**config.mk**
```make
export PLATFORM = sky130hd
export DESIGN_NAME = multicycle_controller_flat
export DESIGN_NICKNAME = d
export VERILOG_FILES = /design/src/rtl/multicycle_controller_if.sv /design/src/rtl/multicycle_controller.sv /design/src/flat_wrapper.sv
export SDC_FILE = /design/constraint.sdc
export NUM_CORES = 1
export LEC_CHECK = 0
export BUFFER_PORTS_ARGS = -buffer_cell sky130_fd_sc_hd__buf_4
export CELL_PAD_IN_SITES_DETAIL_PLACEMENT = 2
export CELL_PAD_IN_SITES_GLOBAL_PLACEMENT = 2
export CORE_ASPECT_RATIO = 1.5
export CORE_UTILIZATION = 31
export DETAILED_ROUTE_END_ITERATION = 10
export PLACE_DENSITY = 0.85
export SYNTH_ARGS = -nofsm -noshare
export SYNTH_HDL_FRONTEND = slang
export SYNTH_SLANG_ARGS = --single-unit
```
**constraint.sdc**
```tcl
create_clock -name clk -period 2.6 [get_ports clk]
set_clock_uncertainty 0.1 [all_clocks]
set_input_delay 0.13 -clock clk [delete_from_list [all_inputs] [get_ports clk]]
set_output_delay 0.13 -clock clk [all_outputs]
set_load 0.02 [all_outputs]
```
**src/rtl/multicycle_controller_if.sv**
```systemverilog
// Control bundle between the multicycle MIPS controller and its datapath.
// The master side is the controller; the slave side is the datapath.
interface multicycle_controller_if;
    logic [5:0] op;
    logic [5:0] funct;
    logic       zero;
    logic       iord;
    logic       memwrite;
    logic       irwrite;
    logic       regwrite;
    logic       regdst;
    logic       memtoreg;
    logic       alusrca;
    logic [1:0] alusrcb;
    logic [1:0] pcsrc;
    logic       pcen;
    logic [2:0] alucontrol;
    logic [3:0] state;

    modport master (
        input  op, funct, zero,
        output iord, memwrite, irwrite, regwrite, regdst, memtoreg,
               alusrca, alusrcb, pcsrc, pcen, alucontrol, state
    );

    modport slave (
        output op, funct, zero,
        input  iord, memwrite, irwrite, regwrite, regdst, memtoreg,
               alusrca, alusrcb, pcsrc, pcen, alucontrol, state
    );
endinterface

```
**src/rtl/multicycle_controller.sv**
```systemverilog
// Moore-FSM control unit for the multicycle MIPS core: sequences the shared
// datapath one state per cycle and decodes the ALU function.
module multicycle_controller (
    input  logic                          clk,
    input  logic                          reset,
    multicycle_controller_if.master       bus
);

    typedef enum logic [3:0] {
        FETCH   = 4'd0,
        DECODE  = 4'd1,
        MEMADR  = 4'd2,
        MEMRD   = 4'd3,
        MEMWB   = 4'd4,
        MEMWR   = 4'd5,
        RTYPEEX = 4'd6,
        RTYPEWB = 4'd7,
        BEQEX   = 4'd8,
        ADDIEX  = 4'd9,
        ADDIWB  = 4'd10,
        JEX     = 4'd11
    } state_t;

    typedef struct packed {
        logic       iord;
        logic       memwrite;
        logic       irwrite;
        logic       regwrite;
        logic       regdst;
        logic       memtoreg;
        logic       alusrca;
        logic [1:0] alusrcb;
        logic [1:0] pcsrc;
        logic       pcwrite;
        logic       branch;
        logic [1:0] aluop;
    } ctrl_t;

    localparam logic [5:0] OP_LW    = 6'b100011;
    localparam logic [5:0] OP_SW    = 6'b101011;
    localparam logic [5:0] OP_RTYPE = 6'b000000;
    localparam logic [5:0] OP_BEQ   = 6'b000100;
    localparam logic [5:0] OP_ADDI  = 6'b001000;
    localparam logic [5:0] OP_J     = 6'b000010;

    localparam ctrl_t CTRL_NONE = ctrl_t'(15'd0);

    // Moore output table; outputs are registered alongside the state so they
    // come straight off flops and never glitch with op/funct/zero.
    function automatic ctrl_t decode_state(input state_t s);
        ctrl_t c;
        c = CTRL_NONE;
        case (s)
            FETCH:   begin c.irwrite = 1'b1; c.pcwrite = 1'b1; c.alusrcb = 2'b01; end
            DECODE:  begin c.alusrcb = 2'b11; end
            MEMADR:  begin c.alusrca = 1'b1; c.alusrcb = 2'b10; end
            MEMRD:   begin c.iord = 1'b1; end
            MEMWB:   begin c.memtoreg = 1'b1; c.regwrite = 1'b1; end
            MEMWR:   begin c.iord = 1'b1; c.memwrite = 1'b1; end
            RTYPEEX: begin c.alusrca = 1'b1; c.aluop = 2'b10; end
            RTYPEWB: begin c.regdst = 1'b1; c.regwrite = 1'b1; end
            BEQEX:   begin c.alusrca = 1'b1; c.aluop = 2'b01; c.pcsrc = 2'b01; c.branch = 1'b1; end
            ADDIEX:  begin c.alusrca = 1'b1; c.alusrcb = 2'b10; end
            ADDIWB:  begin c.regwrite = 1'b1; end
            JEX:     begin c.pcsrc = 2'b10; c.pcwrite = 1'b1; end
            default: c = CTRL_NONE;
        endcase
        return c;
    endfunction

    state_t state_r;
    state_t state_next_s;
    ctrl_t  ctrl_r;
    logic [2:0] alucontrol_s;

    // State register; reset lands in FETCH without waiting for a clock.
    always_ff @(posedge clk or negedge reset) begin
        if (!reset) begin
            state_r <= FETCH;
        end else begin
            state_r <= state_next_s;
        end
    end

    // Control register tracking the state register one-for-one.
    always_ff @(posedge clk or negedge reset) begin
        if (!reset) begin
            ctrl_r <= decode_state(FETCH);
        end else begin
            ctrl_r <= decode_state(state_next_s);
        end
    end

    // Next-state logic; unknown opcodes and unused codes fall back to FETCH.
    always_comb begin
        state_next_s = FETCH;
        case (state_r)
            FETCH: state_next_s = DECODE;
            DECODE: begin
                case (bus.op)
                    OP_LW, OP_SW: state_next_s = MEMADR;
                    OP_RTYPE:     state_next_s = RTYPEEX;
                    OP_BEQ:       state_next_s = BEQEX;
                    OP_ADDI:      state_next_s = ADDIEX;
                    OP_J:         state_next_s = JEX;
                    default:      state_next_s = FETCH;
                endcase
            end
            MEMADR: begin
                if (bus.op == OP_SW) begin
                    state_next_s = MEMWR;
                end else begin
                    state_next_s = MEMRD;
                end
            end
            MEMRD:   state_next_s = MEMWB;
            RTYPEEX: state_next_s = RTYPEWB;
            ADDIEX:  state_next_s = ADDIWB;
            default: state_next_s = FETCH;
        endcase
    end

    // ALU decoder: fixed add/sub for memory and branch, funct field for R-type.
    always_comb begin
        alucontrol_s = 3'b010;
        case (ctrl_r.aluop)
            2'b00: alucontrol_s = 3'b010;
            2'b01: alucontrol_s = 3'b110;
            2'b10: begin
                case (bus.funct)
                    6'b100000: alucontrol_s = 3'b010;
                    6'b100010: alucontrol_s = 3'b110;
                    6'b100100: alucontrol_s = 3'b000;
                    6'b100101: alucontrol_s = 3'b001;
                    6'b101010: alucontrol_s = 3'b111;
                    default:   alucontrol_s = 3'b010;
                endcase
            end
            default: alucontrol_s = 3'b010;
        endcase
    end

    assign bus.state      = state_r;
    assign bus.iord       = ctrl_r.iord;
    assign bus.regdst     = ctrl_r.regdst;
    assign bus.memtoreg   = ctrl_r.memtoreg;
    assign bus.alusrca    = ctrl_r.alusrca;
    assign bus.alusrcb    = ctrl_r.alusrcb;
    assign bus.pcsrc      = ctrl_r.pcsrc;
    assign bus.alucontrol = alucontrol_s;

    // Write enables are gated by reset so nothing commits while it is held low.
    assign bus.memwrite = ctrl_r.memwrite & reset;
    assign bus.irwrite  = ctrl_r.irwrite & reset;
    assign bus.regwrite = ctrl_r.regwrite & reset;
    assign bus.pcen     = (ctrl_r.pcwrite | (ctrl_r.branch & bus.zero)) & reset;

endmodule

```
**src/flat_wrapper.sv**
```systemverilog
// flat-port wrapper written by rule: the top's interface ports become plain ports
module multicycle_controller_flat 
  (clk, reset, bus_op, bus_funct, bus_zero, bus_iord, bus_memwrite, bus_irwrite, bus_regwrite, bus_regdst, bus_memtoreg, bus_alusrca, bus_alusrcb, bus_pcsrc, bus_pcen, bus_alucontrol, bus_state);
  multicycle_controller_if bus_i ();
  input  logic clk;
  input  logic reset;
  input wire logic [$bits(bus_i.op)-1:0] bus_op;
  input wire logic [$bits(bus_i.funct)-1:0] bus_funct;
  input wire logic [$bits(bus_i.zero)-1:0] bus_zero;
  output wire logic [$bits(bus_i.iord)-1:0] bus_iord;
  output wire logic [$bits(bus_i.memwrite)-1:0] bus_memwrite;
  output wire logic [$bits(bus_i.irwrite)-1:0] bus_irwrite;
  output wire logic [$bits(bus_i.regwrite)-1:0] bus_regwrite;
  output wire logic [$bits(bus_i.regdst)-1:0] bus_regdst;
  output wire logic [$bits(bus_i.memtoreg)-1:0] bus_memtoreg;
  output wire logic [$bits(bus_i.alusrca)-1:0] bus_alusrca;
  output wire logic [$bits(bus_i.alusrcb)-1:0] bus_alusrcb;
  output wire logic [$bits(bus_i.pcsrc)-1:0] bus_pcsrc;
  output wire logic [$bits(bus_i.pcen)-1:0] bus_pcen;
  output wire logic [$bits(bus_i.alucontrol)-1:0] bus_alucontrol;
  output wire logic [$bits(bus_i.state)-1:0] bus_state;
  assign bus_i.op = bus_op;
  assign bus_i.funct = bus_funct;
  assign bus_i.zero = bus_zero;
  assign bus_iord = bus_i.iord;
  assign bus_memwrite = bus_i.memwrite;
  assign bus_irwrite = bus_i.irwrite;
  assign bus_regwrite = bus_i.regwrite;
  assign bus_regdst = bus_i.regdst;
  assign bus_memtoreg = bus_i.memtoreg;
  assign bus_alusrca = bus_i.alusrca;
  assign bus_alusrcb = bus_i.alusrcb;
  assign bus_pcsrc = bus_i.pcsrc;
  assign bus_pcen = bus_i.pcen;
  assign bus_alucontrol = bus_i.alucontrol;
  assign bus_state = bus_i.state;
  multicycle_controller u_core (.clk(clk), .reset(reset), .bus(bus_i));
endmodule
```
# == After elaboration in Yosys (flattened, before gate mapping) ==
# Cells that the tools add are included.
# Widths: inputs -> output; s select.
# totals
ramBits,0
memories,0
mem_bits_ro,0
out_inout_bits,19
latchBits,0
input_bits,15
word_cells,72
regBits,19
# op_classes
addsub,0
eq_ne,27
n_div,0
n_mul,0
bitwise,6
shifts,0
muxes,17
n_reduce_logical,9
magnitude_cmp,0
# ops
cell,count
$eq 6x6->1 const B,6
$pmux 4 s6,1
$eq 4x3->1 const B,5
$eq 4x4->1 const B,5
$pmux 4 s5,1
$eq 4x2->1 const B,4
$pmux 3 s4,1
$mux 1,9
$eq 4x1->1 const B,2
$logic_not 4->1,2
$pmux 2 s2,2
$reduce_or 2->1,4
$eq 6x2->1 const B,1
$eq 6x3->1 const B,1
$eq 6x4->1 const B,1
$logic_not 6->1,1
$pmux 2 s3,1
$pmux 3 s2,1
$and 1x1->1,5
$reduce_or 4->1,1
$mux 3,1
$reduce_or 3->1,1
$eq 2x1->1 const B,1
$eq 2x2->1 const B,1
$or 1x1->1,1

# == Depth between registers and ports, before layout ==
# depth
word_depth,7
ltp_mapped,7
depth_no_buf,6

# == Worst setup path after synthesis ==
# OpenSTA, ideal clock, no wires.
# synth_path
path_kind,reg2reg
startpoint,register u_core.state_r[0] (netlist: u_core.bus.state[0])
endpoint,register u_core.ctrl_r (netlist bit u_core.bus.alusrca)
setup_slack_ps,733
stages_incl_launch_ff,7
required_time_ps,2420
arrival_ps,1687
synth_period_minus_slack_ps,1867
path_cell_list,dfrtp_1 buf_6 or3b_4 o311a_4 clkinv_2 nand3_2 o211ai_2
# synth_between
elab_chain_len,5
# synth_rtl
item,line_no,text
from (decl),multicycle_controller.sv:71,state_t state_r;
from (signal assigned),multicycle_controller.sv:81,state_r <= state_next_s;
"$eq 4x4->1, or another cell as far along",multicycle_controller.sv:97,case (state_r)
$pmux 4 s6 (*),multicycle_controller.sv:97,
named net u_core.state_next_s[1],multicycle_controller.sv:72,state_t state_next_s;
"$eq 4x2->1, or another cell as far along",multicycle_controller.sv:53,case (s)
$reduce_or 4->1 (no source line) (*),--,
$mux 1 (*),multicycle_controller.sv:53,
to (signal assigned),multicycle_controller.sv:88,ctrl_r <= decode_state(FETCH);
to (signal assigned),multicycle_controller.sv:90,ctrl_r <= decode_state(state_next_s);
to (decl),multicycle_controller.sv:73,ctrl_t ctrl_r;
# The timed path passes the listed nets; every way through them passes the cells marked *.

# == Worst setup path after layout ==
# layout_path
startpoint,input bus_op[1]
endpoint,register u_core.ctrl_r[3] (netlist bit)
# layout_between
elab_chain_len,7
# layout_rtl
item,line_no,text
from (decl),flat_wrapper.sv:7,input wire logic [$bits(bus_i.op)-1:0] bus_op;
"$eq 6x6->1, on equally long branches","multicycle_controller.sv:100, multicycle_controller.sv:110",
$reduce_or 2->1,multicycle_controller.sv:100,case (bus.op)
$pmux 4 s5,multicycle_controller.sv:100,
$pmux 4 s6 (*),multicycle_controller.sv:97,
$eq 4x4->1 / $logic_not 4->1 (equally long branches),multicycle_controller.sv:53,
$reduce_or 2->1 (no source line) (*),--,
$mux 1 (*),multicycle_controller.sv:53,
# Every way passes the cells marked *; elsewhere a longest branch is shown, timed or not.

==> impl_metrics.prom <==
# TYPE chip_impl_metric gauge
chip_impl_metric{name="max-slew-margin-rel",unit="%"} 68.62
chip_impl_info{name="synth_top_area_cell",value="dfrtp_1"} 1
chip_impl_metric{name="layout.nets",unit=""} 144
chip_impl_info{name="routed.top_layer",value="met4"} 1
chip_impl_metric{name="drt_first_pass_iters",unit=""} 2
chip_impl_metric{name="number_of_maximum_capacitance_constraint_violations",unit=""} 0
chip_impl_metric{name="buffer_ports.inserted",unit=""} 33
chip_impl_metric{name="p_total",unit="W"} 0.001085
chip_impl_metric{name="power.switching_fraction",unit="%"} 39.32
chip_impl_metric{name="yosysTopAreaCellShare",unit="%"} 35.67
chip_impl_metric{name="synth_edf_count",unit=""} 0
chip_impl_metric{name="wl_met3",unit="microns"} 117
chip_impl_metric{name="io_pins",unit=""} 34
chip_impl_info{name="cp_cell_sequence",value="dlygate4sd3_1 > buf_4 > nand4_1 > o31ai_1 > o311a_4 > nand2_1 > o21bai_2"} 1
chip_impl_metric{name="layout_worst_path_cycle_share",unit="%"} 73.23
chip_impl_info{name="clock-root-buffer",value="clkbuf_8"} 1
chip_impl_metric{name="timing_worst_slew_pin_value",unit="ps"} 467.9
chip_impl_metric{name="finalSetupViolations",unit=""} 0
chip_impl_metric{name="wl_met1",unit="microns"} 954
chip_impl_metric{name="cts_htree_levels",unit=""} 1
chip_impl_metric{name="min_path_cells",unit=""} 3
chip_impl_metric{name="crit_fanout",unit=""} 5
chip_impl_metric{name="ys_seq_elements",unit=""} 17
chip_impl_info{name="crit_path_start_kind",value="input port"} 1
chip_impl_metric{name="reg2reg_setup_slack",unit="ps"} 710
chip_impl_info{name="commonest_cells_after_routing_fill_and_taps_aside",value="buf_4, dfrtp_1, nor2_1"} 1
chip_impl_info{name="path_delay_family",value="compound AO/OA/AOI/OAI gates"} 1
chip_impl_metric{name="slowest_delay",unit="ps"} 520
chip_impl_metric{name="synthArstFlopShare",unit="%"} 100.0
chip_impl_metric{name="clock-sinks",unit=""} 17
chip_impl_metric{name="static-leakage-power",unit="nW"} 0.6099
chip_impl_info{name="setup.worst_path.class",value="in2reg"} 1
chip_impl_metric{name="route.met2.wl",unit="mm"} 1.457
chip_impl_metric{name="final_critical_path_setup_slack",unit="ps"} 696.1
chip_impl_info{name="worst_setup_sp",value="bus_op[1]"} 1
chip_impl_metric{name="grt.total_usage",unit="%"} 18.10
chip_impl_metric{name="core",unit="sq um"} 2973
chip_impl_metric{name="finalCriticalPeriod",unit="ps"} 1904
chip_impl_metric{name="finalWirelength",unit="mm"} 2.594
chip_impl_metric{name="wire_length_of_the_first_global_routing_pass",unit="mm"} 4.264
chip_impl_info{name="synth_top_flop_cell",value="dfrtp_1"} 1
chip_impl_metric{name="critical_path_arrival",unit="ps"} 2000
chip_impl_metric{name="clock_power_share",unit="%"} 18.7
chip_impl_info{name="timing.critical_path.slowest_stage_cell",value="dlygate4sd3_1"} 1
chip_impl_metric{name="avgSynthCellArea",unit="sq um"} 10.56
chip_impl_metric{name="chipWidth",unit="microns"} 47.96
chip_impl_metric{name="postLayoutCoreUtil",unit="%"} 43.48
chip_impl_metric{name="syn2layout_area_growth",unit="%"} 31.59
chip_impl_metric{name="rows",unit=""} 24
chip_impl_metric{name="initial_utilization",unit="%"} 33.04
chip_impl_metric{name="gp_congestion",unit=""} 0.7644
chip_impl_metric{name="count_of_warnings_emitted_by_yosys",unit=""} 0
chip_impl_metric{name="syn-num-nets",unit=""} 110
chip_impl_info{name="holdPathEnd",value="u_core.ctrl_r[1]"} 1
chip_impl_metric{name="dp_worst_setup_slack",unit="ps"} 739.6
chip_impl_metric{name="achievable-frequency",unit="MHz"} 525.2
chip_impl_metric{name="synth_area",unit="sq um"} 982.2
chip_impl_metric{name="power.combinational.fraction",unit="%"} 44.0
chip_impl_metric{name="post_synth_inst_count",unit=""} 93
chip_impl_info{name="final_common_cell",value="buf_4"} 1
chip_impl_metric{name="ctsResizeCount",unit=""} 0
chip_impl_metric{name="multiInputGateArea",unit="sq um"} 469.2
chip_impl_metric{name="max-vdd-ir-drop",unit="uV"} 465.8
chip_impl_metric{name="clk-insertion-delay-late",unit="ps"} 260
chip_impl_metric{name="dp.final_hpwl",unit="mm"} 2.034
chip_impl_metric{name="fill_cells",unit=""} 322
chip_impl_metric{name="route.antenna.remaining_nets",unit=""} 0
chip_impl_metric{name="first_iter_violations",unit=""} 2
chip_impl_metric{name="sequential_cell_area",unit="sq um"} 429.2
chip_impl_metric{name="vias",unit=""} 819
chip_impl_metric{name="reg2regPathDepth",unit=""} 5
chip_impl_metric{name="internal_power",unit="W"} 0.0006584
chip_impl_metric{name="worstPathBufferInverterCount",unit=""} 2
chip_impl_info{name="critical_path.reg2reg.startpoint",value="u_core.bus.state[0]"} 1
chip_impl_metric{name="route.detailed.vias_per_inst",unit=""} 4.964
chip_impl_metric{name="totalNegativeSetupSlack",unit="ps"} 0
chip_impl_metric{name="antenna_found_initial",unit=""} 0
chip_impl_metric{name="antenna_diode_count",unit=""} 0
chip_impl_info{name="tritoncts",value="yes"} 1
chip_impl_metric{name="tritoncts.num_buffers",unit=""} 3
chip_impl_info{name="min-delay-start",value="bus_op[2]"} 1
chip_impl_info{name="unrepaired_setup_endpoints_after_global_routing",value="false"} 1
chip_impl_metric{name="grt_max_degree",unit=""} 22
chip_impl_metric{name="post-place-cells",unit=""} 159
chip_impl_metric{name="finalNonFillerCells",unit=""} 165
chip_impl_info{name="crit_path_end_kind",value="flip-flop"} 1
chip_impl_info{name="synthTopCellsByArea",value="dfrtp_1, dfstp_2, nor2_1"} 1
chip_impl_metric{name="seq_area_frac_synth",unit="%"} 43.69
chip_impl_metric{name="power_switching",unit="W"} 0.0004267
chip_impl_metric{name="req_time_crit_path",unit="ps"} 2700
chip_impl_metric{name="synth.distinct_cells",unit=""} 38
chip_impl_metric{name="fp.dieArea",unit="sq um"} 3402
chip_impl_metric{name="final-max-slew-violation-count",unit=""} 0
chip_impl_metric{name="globalRouteOverflowTotal",unit=""} 0
chip_impl_metric{name="final_hold_viol_count",unit=""} 0
chip_impl_metric{name="sequentialPowerShare",unit="%"} 37.3
chip_impl_info{name="r2r_end",value="u_core.bus.alusrcb[1]"} 1
chip_impl_metric{name="cts-root-to-sink-buffers",unit=""} 2
chip_impl_info{name="outcome",value="completed"} 1
chip_impl_metric{name="fraction_of_final_layout_cells_sized_beyond_drive_strength_1",unit="%"} 46.03
chip_impl_metric{name="wirelength_per_cell",unit="microns"} 15.72
chip_impl_info{name="hold_path.class",value="in2reg"} 1
chip_impl_metric{name="power_per_cell_area",unit="nW/um^2"} 839.5
chip_impl_metric{name="via_count_of_the_first_global_routing_pass",unit=""} 905
chip_impl_metric{name="floorplan.die.height",unit="microns"} 70.94
chip_impl_metric{name="clkSlewWorstSetupHoldPaths",unit="ps"} 70
chip_impl_metric{name="post-route-drc-count",unit=""} 0
-- worst register-to-register path, cell delays in order, from the launching register on --
cell,delay [ps]
dfrtp_1,540
or3b_4,460
o311a_4,420
clkinv_2,60
nand3_2,90
a21oi_2,160
-- stage by stage --
stage / instance area (sq um) / hold WS [ps]
3_3_place_gp: 1226 / -90.95
6_report: 1292 / 82.83
4_1_cts: 1292 / 74.86
5_1_grt: 1292 / 92.09
2_1_floorplan: 982.2 / -265.6
3_5_place_dp: 1226 / -83.60
-- worst max path at each step --
stage | end | depth (start not counted)
final | u_core.ctrl_r[3] | 7
after global placement | u_core.bus.alusrca | 5
after floorplan | u_core.bus.alusrca | 6
after global routing | u_core.ctrl_r[3] | 7
after CTS | u_core.ctrl_r[3] | 7
after detailed placement | u_core.bus.alusrcb[1] | 5
-- cells by family after synthesis --
logic type	after synthesis	synth area share, %
simple gates	41	28.03
compound gates	17	15.41
flops	17	43.70
buf+inv	14	8.535
xor+xnor	2	1.784
fa+ha+maj	2	2.547
-- routing by layer --
layer	global-route usage [%]	vias up
li1	-	378
met1	19.44	410
met2	31.53	26
met3	3.061	5
met4	9.259	0
met5	0	-
-- synthesized netlist by cell type, types with 3 or more instances --
cell     count
a21oi_1      5
and2_1       4
buf_4        4
dfrtp_1     14
dfstp_2      3
inv_1        7
nand2_1      3
nor2_1      10
nor3b_1      5
-- power by group through the flow --
stage | registers (W) | logic [W] | clock network, W
final | 0.000405 | 0.000477 | 0.000203
after global routing | 0.000414 | 0.000519 | 0.000212
after CTS | 0.000405 | 0.000485 | 0.000208
after detailed placement | 0.000407 | 0.000473 | 0
after global placement | 0.000402 | 0.000454 | 0
after floorplan | 0.000410 | 0.000333 | 0
-- state kept, by name (all words and copies together) (netlist names) --
name and flops:
u_core.bus.iord 1, u_core.bus.regdst 1, u_core.bus.memtoreg 1, u_core.bus.pcsrc 1, u_core.bus.state 4, u_core.ctrl_r 6, u_core.bus.alusrca 1, u_core.bus.alusrcb 2
-- timing repair --
action                                  4_1_cts  5_1_grt
endpoints found under the hold margin        18        0
hold buffers                                  2        0
buffers inserted                              0        0
endpoints found under the setup margin        0        0
-- layout make-up --
type / instances / share of cell area (%)
clock inverters: 1 / 0.3872
repair buffers: 35 / 20.72
clock buffers: 3 / 3.195
inverters: 8 / 2.420
flip-flops and latches: 17 / 33.20
well taps: 39 / 3.775
multi-input cells: 62 / 36.30
Power figures use the tool's default switching activity.
